## src/rtl/mem_arbiter.sv

```systemverilog
// Round-robin arbiter sharing one single-port byte memory between instruction fetch
// and load/store. It rejects illegal accesses and extends sub-word loads.
module mem_arbiter #(
  parameter int unsigned ADDR_WIDTH = 16,
  parameter int unsigned WORD_WIDTH = 32
) (
  input  logic                  clk,
  input  logic                  rstN,
  input  logic                  iReqValid,
  input  logic [ADDR_WIDTH-1:0] iAddr,
  output logic                  iReqReady,
  output logic                  iRespValid,
  output logic [WORD_WIDTH-1:0] iRespData,
  output logic                  iRespErr,
  input  logic                  dReqValid,
  input  logic                  dWrite,
  input  logic [1:0]            dUnit,
  input  logic                  dUnsigned,
  input  logic [ADDR_WIDTH-1:0] dAddr,
  input  logic [WORD_WIDTH-1:0] dWdata,
  output logic                  dReqReady,
  output logic                  dRespValid,
  output logic [WORD_WIDTH-1:0] dRespData,
  output logic                  dRespErr,
  output logic                  memRead,
  output logic                  memWrite,
  output logic [1:0]            addrUnit,
  output logic [ADDR_WIDTH-1:0] address,
  output logic [WORD_WIDTH-1:0] dataIn,
  input  logic [WORD_WIDTH-1:0] memRdata
);

  typedef enum logic {PortInstr = 1'b0, PortData = 1'b1} port_e;

  port_e       last_grant_q;
  logic        pend_valid_q;
  port_e       pend_port_q;
  logic        pend_write_q;
  logic [1:0]  pend_unit_q;
  logic        pend_uns_q;
  logic        pend_err_q;

  logic        grant_i, grant_d;
  logic        i_err, d_err;
  logic        resp_ok;
  logic [WORD_WIDTH-1:0] ext_data, resp_data;

  // Both valid: the port that did not win last time goes first.
  always_comb begin
    grant_i = 1'b0;
    grant_d = 1'b0;
    if (rstN) begin
      if (iReqValid && (!dReqValid || last_grant_q == PortData)) begin
        grant_i = 1'b1;
      end else if (dReqValid) begin
        grant_d = 1'b1;
      end
    end
  end

  assign iReqReady = grant_i;
  assign dReqReady = grant_d;

  assign i_err = |iAddr[1:0];

  always_comb begin
    d_err = 1'b0;
    case (dUnit)
      2'b00:   d_err = 1'b0;
      2'b01:   d_err = dAddr[0];
      2'b10:   d_err = |dAddr[1:0];
      default: d_err = 1'b1;
    endcase
  end

  always_comb begin
    memRead  = (grant_i && !i_err) || (grant_d && !dWrite && !d_err);
    memWrite = grant_d && dWrite && !d_err;
    addrUnit = 2'b00;
    address  = '0;
    dataIn   = '0;
    if (grant_i) begin
      addrUnit = 2'b10;
      address  = iAddr;
    end else if (grant_d) begin
      addrUnit = dUnit;
      address  = dAddr;
      if (dWrite) dataIn = dWdata;
    end
  end

  always_ff @(posedge clk) begin
    if (!rstN) begin
      last_grant_q <= PortData;
      pend_valid_q <= 1'b0;
      pend_port_q  <= PortInstr;
      pend_write_q <= 1'b0;
      pend_unit_q  <= 2'b00;
      pend_uns_q   <= 1'b0;
      pend_err_q   <= 1'b0;
    end else begin
      pend_valid_q <= grant_i || grant_d;
      if (grant_i) begin
        last_grant_q <= PortInstr;
        pend_port_q  <= PortInstr;
        pend_write_q <= 1'b0;
        pend_unit_q  <= 2'b10;
        pend_uns_q   <= 1'b0;
        pend_err_q   <= i_err;
      end else if (grant_d) begin
        last_grant_q <= PortData;
        pend_port_q  <= PortData;
        pend_write_q <= dWrite;
        pend_unit_q  <= dUnit;
        pend_uns_q   <= dUnsigned;
        pend_err_q   <= d_err;
      end
    end
  end

  always_comb begin
    ext_data = memRdata;
    case (pend_unit_q)
      2'b00:   ext_data = {{(WORD_WIDTH-8){memRdata[7] & !pend_uns_q}}, memRdata[7:0]};
      2'b01:   ext_data = {{(WORD_WIDTH-16){memRdata[15] & !pend_uns_q}}, memRdata[15:0]};
      default: ext_data = memRdata;
    endcase
  end

  // Holding rstN low suppresses a response that was already pending.
  assign resp_ok   = pend_valid_q && rstN;
  assign resp_data = (pend_err_q || pend_write_q) ? '0 : ext_data;

  assign iRespValid = resp_ok && (pend_port_q == PortInstr);
  assign dRespValid = resp_ok && (pend_port_q == PortData);
  assign iRespData  = iRespValid ? resp_data : '0;
  assign dRespData  = dRespValid ? resp_data : '0;
  assign iRespErr   = iRespValid && pend_err_q;
  assign dRespErr   = dRespValid && pend_err_q;

  strobe_excl_a: assert property (@(posedge clk) !(memRead && memWrite));

endmodule
```

## config.mk

```make
export PLATFORM = sky130hd
export DESIGN_NAME = mem_arbiter
export DESIGN_NICKNAME = d
export VERILOG_FILES = /design/src/rtl/mem_arbiter.sv
export SDC_FILE = /design/constraint.sdc
export NUM_CORES = 1
export LEC_CHECK = 0
export CAP_MARGIN = 20
export CORE_ASPECT_RATIO = 0.6
export CORE_MARGIN = 5
export CORE_UTILIZATION = 23
export DETAILED_ROUTE_END_ITERATION = 8
export PLACE_DENSITY = 0.84
export SLEW_MARGIN = 10
export SYNTH_ARGS = -nofsm -noshare
export SYNTH_HDL_FRONTEND = slang
export SYNTH_SLANG_ARGS = --single-unit
```

## constraint.sdc

```tcl
create_clock -name clk -period 1.8 [get_ports clk]
set_input_delay 0.18 -clock clk [delete_from_list [all_inputs] [get_ports clk]]
set_output_delay 0.18 -clock clk [all_outputs]
set_load 0.05 [all_outputs]
```

==> results of run 1 <==
[worst max path at each step]
stage	start	endpoint	slack, ps	cells past startpoint
floorplan	pend_unit_q[1]	iRespData[10]	-50	4
global placement	dReqValid	dataIn[9]	-70	6
detailed placement	dReqValid	dataIn[9]	-130	6
CTS	pend_unit_q[1]	iRespData[23]	-20	4
global route	pend_unit_q[1]	iRespData[28]	-150	5
finish	pend_unit_q[1]	iRespData[28]	-60	5
[routing by layer]
layer | vias up | GRT usage | part of all wire
li1 | 1259 | - | -
met1 | 1337 | 0.294 | 0.35
met2 | 171 | 0.546 | 0.54
met3 | 37 | 0.0769 | 0.073
met4 | 0 | 0.0997 | 0.036
met5 | - | 0 | 0
[registers in the layout, summed over array words and instances, names as in the netlist]
signal        flops
pend_unit_q       2
pend_uns_q        1
pend_valid_q      1
pend_write_q      1
pend_err_q        1
pend_port_q       1
last_grant_q      1
[stage by stage]
stage	hold WS (ps)	cell area, µm²	setup WS, ps
4_1_cts	530	5400	-19.2
3_5_place_dp	547	5050	-125
3_3_place_gp	523	5050	-67.7
6_report	537	5520	-63.8
5_1_grt	569	5520	-149
2_1_floorplan	360	1410	-47.8
[repair_timing]
action | in CTS | in global routing
gates resized for setup | 48 | 36
pin swaps | 2 | 11
setup endpoints to repair | 98 | 61
buffers inserted | 7 | 1
cloned | 2 | 1
[power breakdown]
part | internal, mW | switching (mW)
combinational | 0.684 | 0.680
sequential | 0.191 | 0.0189
clock | 0.145 | 0.0766
total | 1.02 | 0.776
[final cells by class]
| cell class | count | area share |
|---|---|---|
| Clock buffer | 3 | 0.00748 |
| Inverter | 2 | 0.00204 |
| Multi-Input combinational cell | 187 | 0.244 |
| Sequential cell | 8 | 0.0297 |
| Tap cell | 84 | 0.0190 |
| Timing Repair Buffer | 254 | 0.697 |
[cells in the final DEF, fill, tap and decap left out, types with 2 or more instances in the layout]
cell and instances:
buf_12 128, clkbuf_16 2, dfxtp_2 3, a22o_1 15, dlygate4sd2_1 3, o21ai_1 10
nor2_1 34, o21a_1 8, clkdlybuf4s50_1 98, buf_4 18, dfxtp_1 5, nor2b_1 3
clkbuf_8 3, nor2_4 3, and2_1 3, o21ai_0 8, nand2b_1 3, and3_4 26
dlymetal6s2s_1 2, and3_1 26, nor2_2 24, nand3_1 2, a22oi_1 3
[cell families after synthesis]
logic type	count (synthesis)	synth area share
flip-flops	8	0.114
AO/OA/AOI/OAI	54	0.288
AND/OR/NAND/NOR	132	0.490
multiplexers	1	0.00800
buffers and inverters	24	0.100
[worst min-delay path: stages, from the launching register on]
cell      delay [ps]
dfxtp_2          350
nand2b_1          70
nand3_1           80
==> reports/metrics.csv, run 1 <==
stage;metric;value;unit
status;status;finished with violations;
status;failing checks;setup timing;
cells_and_area;n_diodes;0;
place;routability cong.;0.784;
sta;Pins Over Slew Limit;0;
synthesis;Synth async-reset ratio;0;
cells_and_area;share of cells above drive strength 1;0.489;
power_and_ir_drop;power per cell area;325;mW/mm²
floorplanning;Die W;111;µm
critical_path;cells on worst reg2reg path;4;
worst_hold_path;Hold Path Origin;last_grant_q;
synthesis;post-synthesis register bit count;8;
power_and_ir_drop;Pleak;2.29;nW
drt;vias per cell;5.21;
synthesis;top_reg_cell synth;dfxtp_1;
synthesis;most instantiated library cell after synthesis;nor2_1;
critical_path;CP Data Arrival Time;1680;ps
clock_network;worst-skew pair later-pin latency;230;ps
cells_and_area;fillers;206;
place;placed instance count;524;
critical_path;worst r2r dst;pend_valid_q;
synthesis;Synth area leader;and3_1;
drt;initial DRC count;225;
critical_path;CP bufs+invs;3;
synthesis;Yosys warning count;0;
floorplanning;chip height;70.6;µm
critical_path;startpoint types;flip-flop;
synthesis;Synth top area share;0.231;
drt;DRC;0;
worst_hold_path;WHS Path Cells;2;
drt;First-pass DRT Iterations;4;
sta;Period Utilization, post-route;1.04;
floorplanning;Rows;22;
worst_hold_path;worst min-delay path class;flip-flop to flip-flop;
clock_network;clock slew at reported path FFs;40;ps
clock_network;CTS Buf Count;3;
synthesis;Syn Nets;323;
sta;RSZ-0062 raised after global routing;yes;
critical_path;crit-path cells;clkinvlp_4 > buf_12 > o21ai_0 > nor2_1 > buf_12;
synthesis;top area cells in the synthesized netlist;and3_1, nor2_1, dfxtp_1;
critical_path;Setup CP Type;flip-flop to primary output;
sta;endpoints failing setup;9;
power_and_ir_drop;Design Power;1.80;mW
place;hpwl dp;8950;µm
floorplanning;Die ar.;0.00784;mm²
floorplanning;I/O pin count;226;
critical_path;RR Startpoint;last_grant_q;
sta;fin crit period;1860;ps
cells_and_area;Layout area overhead;292;%
synthesis;synthesized area per cell;6.43;µm²
critical_path;Worst R2R Setup Slack;510;ps
cells_and_area;area of the multi-input gates;0.00135;mm²
clock_network;maximum root-to-sink buffer count;2;
clock_network;CTS H-tree depth;1;
cells_and_area;Reg area;164;µm²
clock_network;clock sinks;8;
critical_path;slowest stage delay, CP;450;ps
clock_network;CTS tree;done;
sta;Hold Fails Final Rpt;0;
critical_path;worst-path fanout max;17;
clock_network;CTS hold repair buffers;0;
cells_and_area;Post-Route Utilization;0.916;
sta;setup ws final;-63.8;ps
floorplanning;Core Box Area;0.00603;mm²
cells_and_area;fin cells;538;
clock_network;clock root cell;clkbuf_8;
critical_path;CP max-delay cell;o21ai_0;
sta;clk_skew;3.40;ps
worst_hold_path;Worst Hold Endpoint;last_grant_q;
drt;final WL;12600;µm
drt;DR vias;2804;
sta;worst slew pin tran;524;ps
synthesis;Post-synth EDFFs;0;
critical_path;Worst setup EP type;primary output;
drt;routed len/inst;23.5;µm
critical_path;Critical Path RT;1620;ps
place;IO Port Bufs;225;
grt;gr usage total;0.281;
synthesis;synth cell count leaders;nor2_1, and3_1, o21ai_0;
grt;largest net degree at the start of global routing;31;
sta;setup TNS;-140;ps
flow_run;Max Cap Violations;0;
drt;antenna-violating nets left;0;
critical_path;Most Frequent Cell on Critical Path;buf_12;
cells_and_area;nets@finish;560;
synthesis;Netlist Area Pre-Place;0.00141;mm²
synthesis;Syn Inst Count;219;
grt;GRT Residual Overflow;0;
grt;initial antenna violation count;0;
critical_path;family with the most delay on the worst path;buffers and inverters;
grt;first-pass GRT wire length;17500;µm
synthesis;Unique masters post-synth;31;
power_and_ir_drop;Worst VDD drop;0.000321;V
sta;Worst slew margin;0.647;
grt;number of global-route vias before repair;3044;
sta;max frequency;0.537;GHz
synthesis;Seq/Total Area, Yosys;0.114;
floorplanning;Initial Util;0.233;
Note: power is estimated with default switching activity, not from simulation.
==> inputs of run 2 (changes only) <==
--- a/config.mk
+++ b/config.mk
@@ -8,9 +8,9 @@
 export CAP_MARGIN = 20
 export CORE_ASPECT_RATIO = 0.6
 export CORE_MARGIN = 5
-export CORE_UTILIZATION = 23
+export CORE_UTILIZATION = 20
 export DETAILED_ROUTE_END_ITERATION = 8
-export PLACE_DENSITY = 0.84
+export PLACE_DENSITY = 0.77
 export SLEW_MARGIN = 10
 export SYNTH_ARGS = -nofsm -noshare
 export SYNTH_HDL_FRONTEND = slang
==> constraint.sdc (replaced) <==
create_clock -name clk -period 1.7 [get_ports clk]
set_input_delay 0.17 -clock clk [delete_from_list [all_inputs] [get_ports clk]]
set_output_delay 0.17 -clock clk [all_outputs]
set_load 0.005 [all_outputs]
==> reports/metrics.csv, run 2 (synthesis results as in run 1) <==
stage;metric;value;unit;change
drt;vias per cell;4.71;;was 5.21
cells_and_area;max reg flops;2;;unchanged
critical_path;Setup CP Type;flip-flop to primary output;;unchanged
grt;number of global-route vias before repair;2604;;was 3044
clock_network;clock sinks;8;;unchanged
drt;final WL;9920;µm;was 12600 µm
grt;initial antenna violation count;0;;unchanged
floorplanning;Initial Util;0.208;;was 0.233
sta;Worst slew margin;0.786;;was 0.647
grt;gr usage total;0.190;;was 0.281
worst_hold_path;worst min-delay path class;primary input to flip-flop;;was flip-flop to flip-flop
sta;clk_skew;0.519;ps;was 3.40 ps
critical_path;worst r2r dst;pend_valid_q;;unchanged
clock_network;CTS Buf Count;3;;unchanged
drt;routed len/inst;17.2;µm;was 23.5 µm
critical_path;RR Startpoint;last_grant_q;;unchanged
sta;worst slew pin tran;318;ps;was 524 ps
sta;fin crit period;1810;ps;
power_and_ir_drop;power per cell area;373;mW/mm²;was 325 mW/mm²
clock_network;CTS hold repair buffers;0;;unchanged
drt;First-pass DRT Iterations;4;;unchanged
cells_and_area;share of cells above drive strength 1;0.406;;was 0.489
clock_network;CTS H-tree depth;1;;unchanged
grt;first-pass GRT wire length;13600;µm;was 17500 µm
drt;initial DRC count;120;;was 225
floorplanning;Die W;118;µm;was 111 µm
flow_run;Max Cap Violations;0;;unchanged
status;failing checks;setup timing;;unchanged
critical_path;worst-path fanout max;4;;was 17
floorplanning;I/O pin count;226;;unchanged
floorplanning;Die ar.;0.00887;mm²;was 0.00784 mm²
power_and_ir_drop;Worst VDD drop;0.000317;V;was 0.000321 V
place;hpwl dp;7490;µm;was 8950 µm
place;routability cong.;0.837;;was 0.784
floorplanning;Core Box Area;0.00676;mm²;was 0.00603 mm²
cells_and_area;Biggest register;pend_unit_q;;unchanged
critical_path;Critical Path RT;1530;ps;was 1620 ps
floorplanning;chip height;75.0;µm;was 70.6 µm
cells_and_area;n_diodes;0;;unchanged
place;placed instance count;540;;was 524
cells_and_area;post-route design area;0.00412;mm²;was 0.00552 mm²
drt;DR vias;2715;;was 2804
drt;antenna-violating nets left;0;;unchanged
worst_hold_path;WHS Path Cells;2;;unchanged
sta;Hold Fails Final Rpt;0;;unchanged
critical_path;startpoint types;flip-flop;;unchanged
sta;max frequency;0.552;GHz;
place;pre-CTS setup slack;-433;ps;was -125 ps
sta;Period Utilization, post-route;1.07;;
sta;Pins Over Slew Limit;0;;unchanged
cells_and_area;fillers;614;;was 206
cells_and_area;fin cells;577;;was 538
power_and_ir_drop;Pleak;2.29;nW;about the same
cells_and_area;nets@finish;596;;was 560
worst_hold_path;Hold Path Origin;rstN;;was last_grant_q
clock_network;worst-skew pair later-pin latency;230;ps;about the same
status;status;finished with violations;;unchanged
cells_and_area;most common cell after layout, fill and taps aside;clkdlybuf4s50_1;;was buf_12
cells_and_area;most frequent cells in the layout;clkdlybuf4s50_1, buf_2, nor2_1, and3_1, buf_4;;was buf_12, clkdlybuf4s50_1, nor2_1, and3_1, and3_4
clock_network;maximum root-to-sink buffer count;2;;unchanged
place;dpl cell area;0.00396;mm²;was 0.00505 mm²
place;IO Port Bufs;225;;unchanged
floorplanning;Rows;23;;was 22
worst_hold_path;Worst Hold Endpoint;pend_unit_q[0];;was last_grant_q
critical_path;CP Data Arrival Time;1640;ps;was 1680 ps
cells_and_area;Post-Route Utilization;0.609;;was 0.916
critical_path;Worst setup EP type;primary output;;unchanged
sta;setup ws final;-113;ps;was -63.8 ps
critical_path;cells on worst reg2reg path;5;;was 4
critical_path;Worst R2R Setup Slack;440;ps;was 510 ps
grt;GRT Residual Overflow;0;;unchanged
drt;DRC;0;;unchanged
sta;endpoints failing setup;25;;was 9
clock_network;clock slew at reported path FFs;40;ps;about the same
grt;largest net degree at the start of global routing;23;;was 31
clock_network;CTS tree;done;;unchanged
clock_network;clock root cell;clkbuf_16;;was clkbuf_8
cells_and_area;Layout area overhead;192;%;was 292%
sta;RSZ-0062 raised after global routing;yes;;unchanged
-- run 2: cell count changes in the layout (fill, tap and decap cells not counted), sizes merged --
cell / delta
clkbuf: +34
buf: -25
dlygate4sd2: +20
clkdlybuf4s15: +4
bufbuf: +1
clkdlybuf4s50: +1
dlymetal6s2s: +1
-- run 2: metrics by stage --
stage	setup TNS [ps]	total power, mW	hold slack [ps]
after floorplan	0	0.468	350
after global placement	-39580	1.00	527
after detailed placement	-42280	1.02	554
after CTS	-766	1.48	454
after global routing	-3050	1.63	504
final	-1350	1.54	448
-- run 2: what timing repair did --
item	CTS	global route
cloned	5	4
resized for setup	319	122
pin swaps	6	18
buffers inserted	10	17
setup endpoints to repair	122	91
-- run 2: worst max-delay path: stages (launching register included) --
cell     delay [ps]
dfxtp_2         320
buf_6           110
buf_6           110
nor4b_4         190
buf_4           150
buf_6           110
buf_4           110
nor2_4           40
nor2_1          120
buf_2           140
-- run 2: cell type report --
| cell class | count | area, µm² | share of cell area |
|---|---|---|---|
| flip-flops and latches | 8 | 170 | 0.0413 |
| clock buffers | 3 | 75.1 | 0.0182 |
| multi-input cells | 187 | 1200 | 0.292 |
| inverters | 2 | 11.3 | 0.00274 |
| well taps | 87 | 109 | 0.0264 |
| repair buffers | 290 | 2550 | 0.619 |
-- run 2: metal layers --
metal	global-route usage	share of wire
met4	0.0344	0.0078
met1	0.232	0.42
met2	0.346	0.49
met5	0	0
met3	0.0503	0.088
-- run 2: worst max-delay path by stage --
stage,start,end,slack (ps),cells past startpoint
6_report,pend_unit_q[0],dRespData[10],-110,9
2_1_floorplan,pend_unit_q[0],dRespData[21],330,4
3_3_place_gp,rstN,iRespData[17],-410,6
5_1_grt,pend_unit_q[0],iRespData[17],-160,7
3_5_place_dp,rstN,iRespData[17],-430,6
4_1_cts,pend_err_q,iRespData[19],-240,5
-- run 2: power by group --
group | switching, mW | leakage [nW] | total (mW) | internal, mW
logic | 0.340 | 2.19 | 0.926 | 0.586
registers | 0.0165 | 0.0683 | 0.221 | 0.205
clock network | 0.0870 | 0.0370 | 0.390 | 0.303
total | 0.444 | 2.29 | 1.54 | 1.09
